--- src/rtl/br_pkg.sv ---
// Shared types for the branch resolution / prediction unit: condition codes,
// BHT counter states and the saturating counter update.
package br_pkg;

    typedef enum logic [2:0] {
        BEQ  = 3'b000,
        BNE  = 3'b001,
        BLT  = 3'b100,
        BGE  = 3'b101,
        BLTU = 3'b110,
        BGEU = 3'b111
    } br_cond_e;

    typedef enum logic [1:0] {
        SNT = 2'b00,
        WNT = 2'b01,
        WT  = 2'b10,
        ST  = 2'b11
    } bht_state_e;

    // Move one step toward the observed outcome, holding at the strong ends.
    function automatic bht_state_e sat_update(input bht_state_e state, input logic taken);
        logic [1:0] v;
        v = state;
        if (taken) begin
            if (state != ST) v = v + 2'd1;
        end else begin
            if (state != SNT) v = v - 2'd1;
        end
        return bht_state_e'(v);
    endfunction

endpackage

--- src/rtl/br_compare.sv ---
// Combinational RV32I branch condition evaluation from the raw operands.
// funct3 codes 010/011 are not branch conditions and report illegal.
module br_compare
    import br_pkg::*;
#(
    parameter int WIDTH = 32
) (
    input  logic [WIDTH-1:0] rs1,
    input  logic [WIDTH-1:0] rs2,
    input  logic [2:0]       funct3,
    output logic             cond,
    output logic             illegal
);

    always_comb begin
        // NOTE: every output gets a default first so no path through the case infers a latch.
        cond    = 1'b0;
        illegal = 1'b0;
        case (funct3)
            BEQ:     cond = (rs1 == rs2);
            BNE:     cond = (rs1 != rs2);
            BLT:     cond = ($signed(rs1) <  $signed(rs2));
            BGE:     cond = ($signed(rs1) >= $signed(rs2));
            BLTU:    cond = (rs1 <  rs2);
            BGEU:    cond = (rs1 >= rs2);
            default: illegal = 1'b1;
        endcase
    end

endmodule

--- src/rtl/br_predict_unit.sv ---
// EX-stage branch resolution, 2-bit BHT predictor and registered mispredict flag.
// Optional BR_STATS_EN adds 32-bit branch / taken / mispredict counters.
module br_predict_unit
    import br_pkg::*;
#(
    parameter int WIDTH   = 32,
    parameter int DEPTH   = 64,
    parameter int IDX_LSB = 2
) (
    input  logic             clk,
    input  logic             reset,
    input  logic [WIDTH-1:0] if_pc,
    output logic             if_pred_taken,
    input  logic             ex_valid,
    input  logic [WIDTH-1:0] ex_pc,
    input  logic [2:0]       ex_funct3,
    input  logic             ex_branch,
    input  logic             ex_jump,
    input  logic [WIDTH-1:0] ex_rs1,
    input  logic [WIDTH-1:0] ex_rs2,
    input  logic             ex_pred_taken,
    output logic             ex_taken,
    output logic             mispredict,
    output logic             illegal_cond
`ifdef BR_STATS_EN
    ,
    output logic [31:0]      stat_branches,
    output logic [31:0]      stat_taken,
    output logic [31:0]      stat_mispred
`endif
);

    localparam int IDX_W = $clog2(DEPTH);

    logic [IDX_W-1:0] w_if_idx;
    logic [IDX_W-1:0] w_ex_idx;
    logic             w_cond;
    logic             w_illegal;
    logic             w_resolved;
    logic             w_bht_we;
    logic             w_mispredict_nxt;
    logic             w_unused_pc;

    bht_state_e       r_bht [DEPTH];
    logic             r_mispredict;

    br_compare #(
        .WIDTH (WIDTH)
    ) u_compare (
        .rs1     (ex_rs1),
        .rs2     (ex_rs2),
        .funct3  (ex_funct3),
        .cond    (w_cond),
        .illegal (w_illegal)
    );

    assign w_if_idx = if_pc[IDX_LSB +: IDX_W];
    assign w_ex_idx = ex_pc[IDX_LSB +: IDX_W];
    assign w_unused_pc = ^{if_pc, ex_pc};

    assign illegal_cond     = ex_valid & ex_branch & w_illegal;
    assign ex_taken         = ex_valid & (ex_jump | (ex_branch & w_cond));
    assign w_resolved       = ex_valid & (ex_branch | ex_jump);
    assign w_bht_we         = ex_valid & ex_branch & ~w_illegal;
    assign w_mispredict_nxt = w_resolved & (ex_taken != ex_pred_taken);

    // Lookup reads the stored counter only; a same-index update lands next cycle.
    assign if_pred_taken = r_bht[w_if_idx][1];
    assign mispredict    = r_mispredict;

    always_ff @(posedge clk) begin
        // NOTE: the whole table is reset because every entry must start at weak-not-taken.
        if (reset) begin
            for (int i = 0; i < DEPTH; i++) begin
                r_bht[i] <= WNT;
            end
            r_mispredict <= 1'b0;
        end else begin
            // NOTE: state is written with <= so every register samples pre-edge values.
            if (w_bht_we) begin
                r_bht[w_ex_idx] <= sat_update(r_bht[w_ex_idx], ex_taken);
            end
            r_mispredict <= w_mispredict_nxt;
        end
    end

`ifdef BR_STATS_EN
    logic [31:0] r_stat_branches;
    logic [31:0] r_stat_taken;
    logic [31:0] r_stat_mispred;

    always_ff @(posedge clk) begin
        if (reset) begin
            r_stat_branches <= '0;
            r_stat_taken    <= '0;
            r_stat_mispred  <= '0;
        end else begin
            if (w_resolved)       r_stat_branches <= r_stat_branches + 32'd1;
            if (ex_taken)         r_stat_taken    <= r_stat_taken + 32'd1;
            if (w_mispredict_nxt) r_stat_mispred  <= r_stat_mispred + 32'd1;
        end
    end

    assign stat_branches = r_stat_branches;
    assign stat_taken    = r_stat_taken;
    assign stat_mispred  = r_stat_mispred;
`endif

endmodule

--- config.mk ---
export PLATFORM = sky130hd
export DESIGN_NAME = br_predict_unit
export DESIGN_NICKNAME = d
export VERILOG_FILES = /design/src/rtl/br_pkg.sv /design/src/rtl/br_compare.sv /design/src/rtl/br_predict_unit.sv
export SDC_FILE = /design/constraint.sdc
export NUM_CORES = 1
export LEC_CHECK = 0
export ABC_AREA = 1
export BUFFER_PORTS_ARGS = -buffer_cell sky130_fd_sc_hd__buf_2
export CAP_MARGIN = 20
export CORE_MARGIN = 1
export CORE_UTILIZATION = 49
export CTS_CLUSTER_DIAMETER = 40
export CTS_CLUSTER_SIZE = 20
export DETAILED_ROUTE_END_ITERATION = 16
export PLACE_DENSITY = 0.74
export SYNTH_ARGS = -nofsm -noshare
export SYNTH_HDL_FRONTEND = slang
export SYNTH_HIERARCHICAL = 1
export SYNTH_SLANG_ARGS = --single-unit
--- constraint.sdc ---
create_clock -name clk -period 5.9 [get_ports clk]
set_input_delay 0.295 -clock clk [delete_from_list [all_inputs] [get_ports clk]]
set_output_delay 0.295 -clock clk [all_outputs]
set_load 0.05 [all_outputs]
==> flow_metrics.py <==
metrics = {
    "status": {
        "outcome": "complete, no violations",
    },
    "global_route": {
        "antenna_found_initial": 0,
        "grt_usage_pct": 26.3,
        "grt_pass1_wl_um": 36500,
        "grt_max_degree": 78,
        "grt_pass1_vias": 7626,
        "overflow": 0,
    },
    "sta": {
        "rsz0062_at_grt": "no",
        "period_share_pct": 61.9,
        "skew_ns": 0.00784,
        "setup_viol": 0,
        "holdWs_ns": 0.0774,
        "worst_slew_pin_slew_ns": 0.972,
        "finalCriticalPeriod_ns": 3.65,
        "tns_ns": 0,
        "hold_violations": 0,
        "max_freq_mhz": 274,
        "max-slew-margin-rel_pct": 35.0,
        "slew_viol_final": 0,
    },
    "die": {
        "die_area_mm2": 0.0182,
        "initial_core_util_pct": 50.2,
        "die_w_um": 135,
        "die_height_um": 135,
        "row_count": 48,
        "io_pins": 141,
        "core_area_mm2": 0.0173,
    },
    "power": {
        "power_frac_clock_pct": 41.3,
        "switchingPower_mw": 0.640,
        "power_leakage_nw": 4.24,
        "powerDensity_mw_per_mm2": 246,
        "ir_worst_vdd_mv": 0.178,
        "power_frac_comb_pct": 15.2,
        "seqPwrFrac_pct": 43.4,
        "intPower_mw": 1.73,
        "p_sw_share_pct": 27.0,
    },
    "drt": {
        "drt_iter0_markers": 913,
        "remaining_drc_errors": 0,
        "drt-pass1-iter-count": 6,
        "viasPerCell": 5.34,
        "routed_wl_um": 22700,
        "ant_nets": 0,
        "wl_per_cell_um": 15.2,
        "via_count": 8001,
    },
    "critical_path": {
        "cp_common_cell": "nand2_1",
        "path_cells": "buf_2 > inv_2 > nor2_1 > nand3_1 > nand2_1 > nor2_1 > nand2_1 > nand2_1 > nand2_1 > inv_1 > nand2_1 > nor2_1 > nand2_2 > buf_4 > nand3_1",
        "critPathKind": "primary input to flip-flop",
        "arrival_ns": 3.79,
        "startpoint_type": "primary input",
        "cp_slowest_cell": "nor2_1",
        "worst_setup_path_end_kind": "flip-flop",
        "critical_path.max_stage_delay_ns": 0.71,
        "cp_max_fo": 42,
        "crit_start": "ex_pc[3]",
        "crit_family": "simple AND/OR/NAND/NOR gates",
        "rr_startpoint": "r_bht[26][1]$_SDFFCE_PN0P_",
        "crit_buf_inv": 4,
        "worstPathRequired_ns": 6.04,
    },
    "layout": {
        "drive_above_1_share_pct": 10.5,
        "synthToLayoutAreaGrowth_pct": 11.2,
        "diodes": 0,
        "layout_commonest_cell": "nand2_1",
        "layout_common_cells": "nand2_1, nor2_1, inv_1",
        "fillers": 1616,
        "finalNonFillerCells": 1498,
        "nets": 1430,
        "design_area_mm2": 0.00965,
    },
    "placed_design": {
        "gp_congestion": 0.889,
        "dp.final_hpwl_um": 14800,
        "io_buffer_count": 88,
        "placed_area_mm2": 0.00911,
        "dp_cells": 1467,
    },
    "yosys": {
        "syn_area_mm2": 0.00867,
        "synth_cell_types": 32,
        "netlist_instances": 1206,
        "yosysSeqAreaShare_pct": 44.5,
        "syn-num-nets": 1375,
        "synth-seq-cells": 129,
        "yosysWarnings": 6,
        "avgSynthCellArea_um2": 7.19,
    },
    "cts": {
        "clkTransAtPathRegs_ns": 0.05,
        "cts_tree": "done",
        "cts_hold_buf": 0,
        "clk_path_buf_depth": 2,
        "cts_resized": 0,
        "post_cts_buffers": 0,
        "numCtsBuffers": 17,
        "clock_latency_ns": 0.43,
        "htree_levels": 4,
        "cts-root-buf": "clkbuf_16",
        "cts_num_sinks": 129,
    },
    "worst_hold_path": {
        "hold_class": "primary input to flip-flop",
        "min_from": "reset",
    },
    "run": {
        "maxCapViolations": 0,
    },
}
==> worst reg2reg max path, delay by kind of cell (launching register included) <==
| family | cells | cell delay (ns) |
|---|---|---|
| compound gates | 1 | 0.20 |
| simple gates | 8 | 1.59 |
| flops | 1 | 0.44 |
| buf+inv | 1 | 0.43 |
==> sequential cells by signal (all words and copies together) (netlist names) <==
name / cells
mispredict: 1
r_bht: 128
==> per-stage QoR <==
step                      utilization [%]  worst slack [ns]  power, mW
after global routing                 55.8              1.90       2.45
final                                55.8              2.25       2.37
after CTS                            55.8              2.34       2.36
after detailed placement             52.7              1.91       1.41
after floorplan                         -              2.91       1.30
after global placement               52.7              1.93       1.40
==> synthesized netlist by cell type <==
master    number  area [um2]
nand2_1      401        1510
nor2_1       188         706
inv_1        163         612
edfxtp_1     128        3840
nand3_1      104         521
o21ai_0       48         240
ha_1          32         400
a21oi_1       24         120
buf_2         19        95.1
clkbuf_1      18        67.6
buf_4         14         105
nor3_1         9        45.0
o22ai_1        8        50.1
o211ai_1       6        45.0
o21ai_1        6        30.0
buf_6          5        56.3
nand2_2        5        31.3
nor2_2         4        25.0
clkinv_1       3        11.3
inv_2          3        11.3
or2_1          3        18.8
buf_1          2        7.51
nand4_1        2        12.5
nand4_2        2        25.0
o21a_1         2        15.0
a21oi_2        1        8.76
a221oi_1       1        8.76
dfxtp_1        1        20.0
nand3b_2       1        11.3
nor2_4         1        11.3
or2_0          1        6.26
xnor2_1        1        8.76
==> cell families after synthesis <==
family	share of synthesized area [%]
AO/OA/AOI/OAI	5.97
XOR/XNOR	0.101
adder cells (fa/ha/maj)	4.62
buffers and inverters	11.1
flip-flops	44.5
AND/OR/NAND/NOR	33.6
==> power groups by stage <==
stage	clock [mW]	combinational (mW)	sequential, mW
2_1_floorplan	0	0.257	1.05
3_3_place_gp	0	0.350	1.05
3_5_place_dp	0	0.357	1.05
4_1_cts	0.973	0.358	1.03
5_1_grt	1.01	0.404	1.03
6_report	0.981	0.362	1.03
==> path summary, 6_finish.rpt <==
path,to,slack (ns),depth (start not counted)
max,r_bht[48][0]$_SDFFCE_PN1P_,2.25,15
min,mispredict$_SDFF_PP0_,0.08,2
max reg2reg,r_bht[48][0]$_SDFFCE_PN1P_,2.96,10
min reg2reg,r_bht[8][1]$_SDFFCE_PN0P_,1.40,8
==> layout make-up <==
type	instances	area (um2)	area share [%]
Clock inverter	10	93.8	0.973
Clock buffer	21	440	4.57
Sequential cell	129	3860	40.1
Timing Repair Buffer	94	485	5.03
Multi-Input combinational cell	850	3850	39.9
Tap cell	225	282	2.92
Inverter	169	634	6.58
==> metal layers <==
metal / vias up / wire (um) / share of wire [%] / track usage, %
met5: - / 0 / 0 / 0
met4: 0 / 740 / 3.3 / 13.6
met3: 64 / 2130 / 9.4 / 5.03
met2: 415 / 10800 / 48 / 43.7
met1: 3586 / 9020 / 40 / 32.6
li1: 3936 / - / - / -
(Power assumes the default switching activity.)
